File: config.mk
export PLATFORM = sky130hd
export DESIGN_NAME = dual_fetch_queue_flat
export DESIGN_NICKNAME = d
export VERILOG_FILES = /design/src/rtl/dual_fetch_queue_pkg.sv /design/src/rtl/dual_fetch_queue_if.sv /design/src/rtl/dual_fetch_queue_fetch_queue.sv /design/src/rtl/dual_fetch_queue.sv /design/src/flat_wrapper.sv
export SDC_FILE = /design/constraint.sdc
export NUM_CORES = 1
export LEC_CHECK = 0
export CAP_MARGIN = 5
export CORE_AREA = 2 2 167 333
export DETAILED_ROUTE_END_ITERATION = 16
export DIE_AREA = 0 0 169 335
export PLACE_DENSITY = 0.73
export SETUP_SLACK_MARGIN = 0.1
export SLEW_MARGIN = 20
export SYNTH_ARGS = -nofsm -noshare
export SYNTH_HDL_FRONTEND = slang
export SYNTH_SLANG_ARGS = --single-unit
File: constraint.sdc
create_clock -name clk -period 7.6 [get_ports clk]
set_clock_uncertainty 0.05 [all_clocks]
set_input_delay 1.52 -clock clk [delete_from_list [all_inputs] [get_ports clk]]
set_output_delay 1.52 -clock clk [all_outputs]
set_load 0.005 [all_outputs]
File: src/rtl/dual_fetch_queue_pkg.sv
// Shared fetch front-end types: datapath widths, queue entry and redirect records.
package core_pkg;

  localparam int XLEN    = 32;
  localparam int INSTR_W = 32;

  // Canonical NOP (addi x0, x0, 0) for consumers that need a filler encoding.
  localparam logic [INSTR_W-1:0] NOP_INSTR = 32'h0000_0013;

  typedef struct packed {
    logic [XLEN-1:0]    pc;
    logic [INSTR_W-1:0] instr;
  } fetch_entry_t;

  typedef struct packed {
    logic            en;
    logic [XLEN-1:0] pc;
  } redirect_t;

  // Redirect targets are word aligned; the low two bits are dropped.
  function automatic logic [XLEN-1:0] align_pc(input logic [XLEN-1:0] pc);
    return {pc[XLEN-1:2], 2'b00};
  endfunction

endpackage

File: src/rtl/dual_fetch_queue_if.sv
// Fetch front-end bus: instruction-memory port, back-end redirects and the
// two in-order issue slots towards rename/ROB.
interface dual_fetch_queue_if;
  import core_pkg::*;

  logic               imem_req_en;
  logic [XLEN-1:0]    imem_req_addr;
  logic [INSTR_W-1:0] imem_rdata1;
  logic [INSTR_W-1:0] imem_rdata2;

  logic               ROB_full;
  logic               flush_en;
  logic [XLEN-1:0]    flush_PC;
  logic               branch_en;
  logic [XLEN-1:0]    branch_PC;
  logic               jump_en;
  logic [XLEN-1:0]    jump_PC;

  logic [XLEN-1:0]    PC_in1;
  logic [INSTR_W-1:0] instruction1;
  logic               ins1_valid;
  logic [XLEN-1:0]    PC_in2;
  logic [INSTR_W-1:0] instruction2;
  logic               ins2_valid;

  // Fetch unit side.
  modport master (
    output imem_req_en, imem_req_addr,
    input  imem_rdata1, imem_rdata2,
    input  ROB_full, flush_en, flush_PC, branch_en, branch_PC, jump_en, jump_PC,
    output PC_in1, instruction1, ins1_valid, PC_in2, instruction2, ins2_valid
  );

  // Memory / back-end side.
  modport slave (
    input  imem_req_en, imem_req_addr,
    output imem_rdata1, imem_rdata2,
    output ROB_full, flush_en, flush_PC, branch_en, branch_PC, jump_en, jump_PC,
    input  PC_in1, instruction1, ins1_valid, PC_in2, instruction2, ins2_valid
  );

endinterface

File: src/rtl/dual_fetch_queue_fetch_queue.sv
// Circular instruction buffer: pushes two entries at once, pops zero to two
// from the head, with synchronous clear and an occupancy count.
module fetch_queue
  import core_pkg::*;
#(
  parameter int QDEPTH = 8
) (
  input  logic                     clk,
  input  logic                     rst,
  input  logic                     i_clr,
  input  logic                     i_push,
  input  fetch_entry_t             i_push_e0,
  input  fetch_entry_t             i_push_e1,
  input  logic [1:0]               i_pop_cnt,
  output fetch_entry_t             o_head0,
  output fetch_entry_t             o_head1,
  output logic [$clog2(QDEPTH):0]  o_count
);

  localparam int AW = $clog2(QDEPTH);
  localparam int CW = AW + 1;

  fetch_entry_t  r_mem [QDEPTH];
  logic [AW-1:0] r_wr_ptr;
  logic [AW-1:0] r_rd_ptr;
  logic [CW-1:0] r_count;
  logic [AW-1:0] w_wr_ptr1;
  logic [AW-1:0] w_rd_ptr1;

  assign w_wr_ptr1 = r_wr_ptr + AW'(1);
  assign w_rd_ptr1 = r_rd_ptr + AW'(1);

  // Storage write: the pair lands in two consecutive slots (pointer wraps).
  always_ff @(posedge clk) begin
    if (i_push) begin
      r_mem[r_wr_ptr]  <= i_push_e0;
      r_mem[w_wr_ptr1] <= i_push_e1;
    end
  end

  // Pointer/count update; the pop is applied before the push is accounted.
  always_ff @(posedge clk) begin
    if (rst || i_clr) begin
      r_wr_ptr <= '0;
      r_rd_ptr <= '0;
      r_count  <= '0;
    end else begin
      r_rd_ptr <= r_rd_ptr + AW'(i_pop_cnt);
      if (i_push) begin
        r_wr_ptr <= r_wr_ptr + AW'(2);
      end
      r_count <= r_count - CW'(i_pop_cnt) + (i_push ? CW'(2) : CW'(0));
    end
  end

  assign o_head0 = r_mem[r_rd_ptr];
  assign o_head1 = r_mem[w_rd_ptr1];
  assign o_count = r_count;

endmodule

File: src/rtl/dual_fetch_queue.sv
// Dual-issue fetch front end: fetch PC, single outstanding imem request with
// kill-on-redirect, redirect priority mux and the queue-space request rule.
module dual_fetch_queue
  import core_pkg::*;
#(
  parameter logic [XLEN-1:0] RESET_PC = 32'h0000_0000,
  parameter int              QDEPTH   = 8
) (
  input  logic                clk,
  input  logic                rst,
  dual_fetch_queue_if.master  bus
);

  localparam int              AW       = $clog2(QDEPTH);
  localparam logic [31:0]     QDEPTH_U = 32'(QDEPTH);

  logic [XLEN-1:0] r_fetch_pc;
  logic [XLEN-1:0] r_req_pc;
  logic            r_inflight;

  redirect_t       w_redir;
  logic [AW:0]     w_count;
  logic [31:0]     w_need;
  logic            w_req;
  logic            w_push;
  logic            w_v1;
  logic            w_v2;
  logic [1:0]      w_pop_cnt;
  fetch_entry_t    w_push_e0;
  fetch_entry_t    w_push_e1;
  fetch_entry_t    w_head0;
  fetch_entry_t    w_head1;

  // Redirect select: flush beats branch beats jump.
  always_comb begin
    w_redir = '{en: 1'b0, pc: '0};
    if (bus.flush_en) begin
      w_redir = '{en: 1'b1, pc: align_pc(bus.flush_PC)};
    end else if (bus.branch_en) begin
      w_redir = '{en: 1'b1, pc: align_pc(bus.branch_PC)};
    end else if (bus.jump_en) begin
      w_redir = '{en: 1'b1, pc: align_pc(bus.jump_PC)};
    end
  end

  // Request only when the queue is guaranteed room for this pair plus any
  // pair still in flight, judged on the pre-pop count.
  always_comb begin
    w_need = 32'(w_count) + (r_inflight ? 32'd2 : 32'd0) + 32'd2;
    w_req  = !w_redir.en && (w_need <= QDEPTH_U);
  end

  // A response is accepted unless a redirect in its arrival cycle kills it.
  assign w_push    = r_inflight && !w_redir.en;
  assign w_push_e0 = '{pc: r_req_pc,          instr: bus.imem_rdata1};
  assign w_push_e1 = '{pc: r_req_pc + 32'd4,  instr: bus.imem_rdata2};

  // Issue slots pop in the cycle they are valid; slot 2 needs slot 1.
  assign w_v1      = !rst && (w_count >= (AW+1)'(1)) && !bus.ROB_full && !w_redir.en;
  assign w_v2      = !rst && (w_count >= (AW+1)'(2)) && !bus.ROB_full && !w_redir.en;
  assign w_pop_cnt = {1'b0, w_v1} + {1'b0, w_v2};

  // Fetch PC and the in-flight tracker; a redirect drops any outstanding pair.
  always_ff @(posedge clk) begin
    if (rst) begin
      r_fetch_pc <= RESET_PC;
      r_req_pc   <= '0;
      r_inflight <= 1'b0;
    end else if (w_redir.en) begin
      r_fetch_pc <= w_redir.pc;
      r_inflight <= 1'b0;
    end else begin
      r_inflight <= w_req;
      if (w_req) begin
        r_req_pc   <= r_fetch_pc;
        r_fetch_pc <= r_fetch_pc + 32'd8;
      end
    end
  end

  fetch_queue #(.QDEPTH(QDEPTH)) u_queue (
    .clk       (clk),
    .rst       (rst),
    .i_clr     (w_redir.en),
    .i_push    (w_push),
    .i_push_e0 (w_push_e0),
    .i_push_e1 (w_push_e1),
    .i_pop_cnt (w_pop_cnt),
    .o_head0   (w_head0),
    .o_head1   (w_head1),
    .o_count   (w_count)
  );

  assign bus.imem_req_en   = w_req && !rst;
  assign bus.imem_req_addr = rst ? '0 : r_fetch_pc;
  assign bus.ins1_valid    = w_v1;
  assign bus.ins2_valid    = w_v2;
  assign bus.PC_in1        = rst ? '0 : w_head0.pc;
  assign bus.instruction1  = rst ? '0 : w_head0.instr;
  assign bus.PC_in2        = rst ? '0 : w_head1.pc;
  assign bus.instruction2  = rst ? '0 : w_head1.instr;

endmodule
File: src/flat_wrapper.sv
// flat-port wrapper written by rule: the top's interface ports become plain ports
module dual_fetch_queue_flat import core_pkg::*;
#(
  parameter logic [XLEN-1:0] RESET_PC = 32'h0000_0000,
  parameter int              QDEPTH   = 8
)
  (clk, rst, bus_imem_req_en, bus_imem_req_addr, bus_imem_rdata1, bus_imem_rdata2, bus_ROB_full, bus_flush_en, bus_flush_PC, bus_branch_en, bus_branch_PC, bus_jump_en, bus_jump_PC, bus_PC_in1, bus_instruction1, bus_ins1_valid, bus_PC_in2, bus_instruction2, bus_ins2_valid);
  dual_fetch_queue_if bus_i ();
  input  logic clk;
  input  logic rst;
  output wire logic [$bits(bus_i.imem_req_en)-1:0] bus_imem_req_en;
  output wire logic [$bits(bus_i.imem_req_addr)-1:0] bus_imem_req_addr;
  input wire logic [$bits(bus_i.imem_rdata1)-1:0] bus_imem_rdata1;
  input wire logic [$bits(bus_i.imem_rdata2)-1:0] bus_imem_rdata2;
  input wire logic [$bits(bus_i.ROB_full)-1:0] bus_ROB_full;
  input wire logic [$bits(bus_i.flush_en)-1:0] bus_flush_en;
  input wire logic [$bits(bus_i.flush_PC)-1:0] bus_flush_PC;
  input wire logic [$bits(bus_i.branch_en)-1:0] bus_branch_en;
  input wire logic [$bits(bus_i.branch_PC)-1:0] bus_branch_PC;
  input wire logic [$bits(bus_i.jump_en)-1:0] bus_jump_en;
  input wire logic [$bits(bus_i.jump_PC)-1:0] bus_jump_PC;
  output wire logic [$bits(bus_i.PC_in1)-1:0] bus_PC_in1;
  output wire logic [$bits(bus_i.instruction1)-1:0] bus_instruction1;
  output wire logic [$bits(bus_i.ins1_valid)-1:0] bus_ins1_valid;
  output wire logic [$bits(bus_i.PC_in2)-1:0] bus_PC_in2;
  output wire logic [$bits(bus_i.instruction2)-1:0] bus_instruction2;
  output wire logic [$bits(bus_i.ins2_valid)-1:0] bus_ins2_valid;
  assign bus_imem_req_en = bus_i.imem_req_en;
  assign bus_imem_req_addr = bus_i.imem_req_addr;
  assign bus_i.imem_rdata1 = bus_imem_rdata1;
  assign bus_i.imem_rdata2 = bus_imem_rdata2;
  assign bus_i.ROB_full = bus_ROB_full;
  assign bus_i.flush_en = bus_flush_en;
  assign bus_i.flush_PC = bus_flush_PC;
  assign bus_i.branch_en = bus_branch_en;
  assign bus_i.branch_PC = bus_branch_PC;
  assign bus_i.jump_en = bus_jump_en;
  assign bus_i.jump_PC = bus_jump_PC;
  assign bus_PC_in1 = bus_i.PC_in1;
  assign bus_instruction1 = bus_i.instruction1;
  assign bus_ins1_valid = bus_i.ins1_valid;
  assign bus_PC_in2 = bus_i.PC_in2;
  assign bus_instruction2 = bus_i.instruction2;
  assign bus_ins2_valid = bus_i.ins2_valid;
  dual_fetch_queue #(.RESET_PC(RESET_PC), .QDEPTH(QDEPTH)) u_core (.clk(clk), .rst(rst), .bus(bus_i));
endmodule
==> impl_metrics.tcl <==
set metrics [dict create \
    synth_edf_count 496 \
    drive_gt1_share_pct 17.4 \
    crit_type "in -> out" \
    finalSetupViolCount 0 \
    setup.worst_path.start_class "input port" \
    fp.dieArea_mm2 0.0566 \
    path_max_fanout 34 \
    p_leak_nw 10.3 \
    r2r_cells 11 \
    synthFlopType "edfxtp_1" \
    hold_violations 0 \
    cp_cell_sequence "clkdlybuf4s50_1, nor3_4, buf_4, nand2b_1, a211oi_1, clkdlybuf4s50_1" \
    wl_per_cell_um 24.4 \
    crit_slowest_cell "clkdlybuf4s50_1" \
    clk_latency_ns 0.58 \
    worstPathRequired_ns 6.03 \
    rrSetupSlack_ns 4.13 \
    yosysWarnings 0 \
    swShare_pct 20.1 \
    cts_hold_buf 0 \
    via_per_inst 6.20 \
    final_common_cell "edfxtp_1" \
    synthArstFlopShare_pct 0 \
    synth_area_mm2 0.0273 \
    comb_power_share_pct 4.4 \
    ys_types 70 \
    h-tree-depth 2 \
    hp-class "reg -> reg" \
    antenna_found_initial 4 \
    cp_slowest_stage_delay_ns 0.85 \
    finalSetupTns_ns 0 \
    cts_root_buf "clkbuf_16" \
    cts_buffers 47 \
    totalWireLength_um 67200 \
    core_area_mm2 0.0542 \
    period_share_pct 79.4 \
    first_global_vias 18300 \
    ant_nets 0 \
    setup.worst_path.end_class "output pin" \
    die_w_um 169 \
    post-place-ws_ns 1.58 \
    drc 0 \
    die_h_um 335 \
    gp_congestion 0.891 \
    synthCells 1784 \
    drtPass1Iterations 7 \
    syn2layout_area_growth_pct 19.4 \
    internal_power_mw 4.89 \
    cts_buffer_depth 3 \
    endpoint "bus_ins1_valid" \
    worst_pin_slew_ns 1.14 \
    r2r-start "u_core.r_inflight" \
    grt_pass1_wl_um 103000 \
    post_cts_resized 0 \
    cts_tree "done" \
    synth-seq-cells 566 \
    clkTransAtPathRegs_ns 0.07 \
    io_pins 329 \
    crit_arrival_ns 4.46 \
    gr-total-overflow 0 \
    irDropWorstVdd_v 0.000153 \
    drv_slew 0 \
    start_util_pct 50.4 \
    synth_area_per_cell_um2 15.3 \
    rsz0062_at_grt "no" \
    dr_total_vias 17100 \
    nets 2222 \
    cts.sinks 566 \
    cts_setup_buffers 0 \
    std_cell_rows 121 \
    maxCapViolCount 0 \
    power.switching_mw 1.23 \
    rr_endpoint "u_core.r_fetch_pc[26]" \
    grt_usage_pct 23.8 \
    crit_top_cell "clkdlybuf4s50_1" \
    max-slew-margin-rel_pct 23.9 \
    run_status "finished clean" \
    power.density_mw_per_mm2 188 \
    drt_iter0_markers 1311 \
    fin_crit_ns 6.03 \
    hpwl_um 43100 \
    yosysSeqAreaShare_pct 59.7 \
    place_area_mm2 0.0310 \
    final.setup.worst_slack_ns 1.57 \
    grt_max_degree 127 \
    stdcell_area_mm2 0.0326 \
    p_clk_share_pct 39.9 \
    power_frac_seq_pct 55.7 \
    cp-startpoint "bus_branch_en" \
    final_cell_mix "edfxtp_1 (496), clkdlybuf4s50_1 (315), mux4_2 (248)" \
    port_buffers 316 \
    max_freq_mhz 166 \
]
[per-layer routing]
metal | wire [um] | vias up | global-route usage, %
li1 | - | 7521 | -
met1 | 23300 | 8760 | 25.4
met2 | 37600 | 656 | 46.3
met3 | 4090 | 114 | 3.86
met4 | 2210 | 4 | 8.91
met5 | 27 | - | 0
[synth_stat cells (all sizes together), types with 2 or more instances]
| master | instances | share of area [%] |
|---|---|---|
| nand2b | 4 | 0.092 |
| nand4b | 2 | 0.064 |
| nor3b | 3 | 0.082 |
| a2111oi | 2 | 0.069 |
| buf | 79 | 1.5 |
| inv | 20 | 0.27 |
| nor2b | 32 | 0.73 |
| o22ai | 15 | 0.34 |
| mux4 | 248 | 20 |
| o221ai | 5 | 0.16 |
| a31o | 2 | 0.064 |
| xnor2 | 25 | 0.80 |
| xor2 | 13 | 0.42 |
| nor3 | 17 | 0.39 |
| nand2 | 228 | 3.1 |
| nor4b | 2 | 0.087 |
| edfxtp | 496 | 55 |
| or4 | 2 | 0.055 |
| a221oi | 5 | 0.16 |
| nand3 | 35 | 0.66 |
| o21ai | 20 | 0.37 |
| nand4 | 16 | 0.42 |
| and4 | 2 | 0.064 |
| nor2 | 97 | 1.3 |
| a31oi | 10 | 0.23 |
| or3 | 6 | 0.14 |
| clkbuf | 60 | 0.82 |
| nor4 | 4 | 0.15 |
| fa | 3 | 0.22 |
| mux2i | 67 | 2.5 |
| ha | 16 | 0.73 |
| a211oi | 7 | 0.19 |
| a311oi | 3 | 0.096 |
| o211ai | 4 | 0.13 |
| nand3b | 4 | 0.11 |
| a221o | 2 | 0.073 |
| and3 | 14 | 0.32 |
| dfxtp | 70 | 5.1 |
| a21o | 3 | 0.082 |
| a22oi | 9 | 0.25 |
| a21oi | 109 | 2.0 |
| or2 | 2 | 0.046 |
| and2 | 11 | 0.25 |
[power groups by stage]
| stage | registers, mW | logic, mW | clock network [mW] |
|---|---|---|---|
| 2_1_floorplan | 3.46 | 0.107 | 0 |
| 3_3_place_gp | 3.48 | 0.263 | 0 |
| 3_5_place_dp | 3.48 | 0.268 | 0 |
| 4_1_cts | 3.41 | 0.269 | 2.48 |
| 5_1_grt | 3.41 | 0.290 | 2.59 |
| 6_report | 3.41 | 0.268 | 2.44 |
[worst min-delay path by stage]
stage | start | end | slack (ns) | depth (start not counted)
6_report | u_core.r_fetch_pc[20] | u_core.r_req_pc[20] | 0.47 | 2
5_1_grt | u_core.r_req_pc[20] | u_core.u_queue.r_mem[2][52] | 0.49 | 0
4_1_cts | u_core.r_fetch_pc[20] | u_core.r_req_pc[20] | 0.47 | 2
3_5_place_dp | u_core.r_fetch_pc[20] | u_core.r_req_pc[20] | 0.43 | 2
3_3_place_gp | u_core.r_fetch_pc[20] | u_core.r_req_pc[20] | 0.42 | 2
2_1_floorplan | u_core.r_fetch_pc[2] | u_core.r_req_pc[2] | 0.39 | 2
[per-stage QoR]
| step | util (%) | power [mW] | hold WS, ns | cells |
|---|---|---|---|---|
| 2_1_floorplan | - | 3.57 | 0.390 | 1789 |
| 3_3_place_gp | 57.3 | 3.74 | 0.424 | 2663 |
| 3_5_place_dp | 57.3 | 3.74 | 0.433 | 2663 |
| 4_1_cts | 60.1 | 6.16 | 0.469 | 2746 |
| 5_1_grt | 60.1 | 6.29 | 0.490 | 2749 |
| 6_report | 60.2 | 6.12 | 0.473 | 2750 |
[cell families (layout without fill, tap and decap cells)]
kind of cell / count (synthesis) / count (layout) / share of synthesized area [%]
compound gates: 204 / 204 / 4.48
xor+xnor: 38 / 38 / 1.22
fa+ha+maj: 19 / 19 / 0.953
buf+inv: 159 / 441 / 2.58
flops: 566 / 566 / 59.7
mux: 315 / 315 / 22.9
other cells: 1 / 9 / 0.0137
simple gates: 482 / 482 / 8.17
[sequential cells by signal, summed over array words and instances, names as in the netlist]
register	cells
u_core.r_fetch_pc	30
u_core.r_inflight	1
u_core.r_req_pc	30
u_core.u_queue.o_count	4
u_core.u_queue.r_mem	496
u_core.u_queue.r_rd_ptr	3
u_core.u_queue.r_wr_ptr	2
[cell type report]
cell class,instances,area [um2]
fillers,4100,21600
flip-flops and latches,566,16300
multi-input cells,1064,10400
repair buffers,338,3440
clock buffers,55,1230
well taps,676,846
clock inverters,28,302
inverters,20,75.1
diodes,3,7.51
[critical path: cells and delay by family]
| kind | cells | cell delay, ns |
|---|---|---|
| buf+inv | 3 | 1.81 |
| compound gates | 1 | 0.42 |
| simple gates | 2 | 0.71 |
Power figures use the tool's default switching activity.
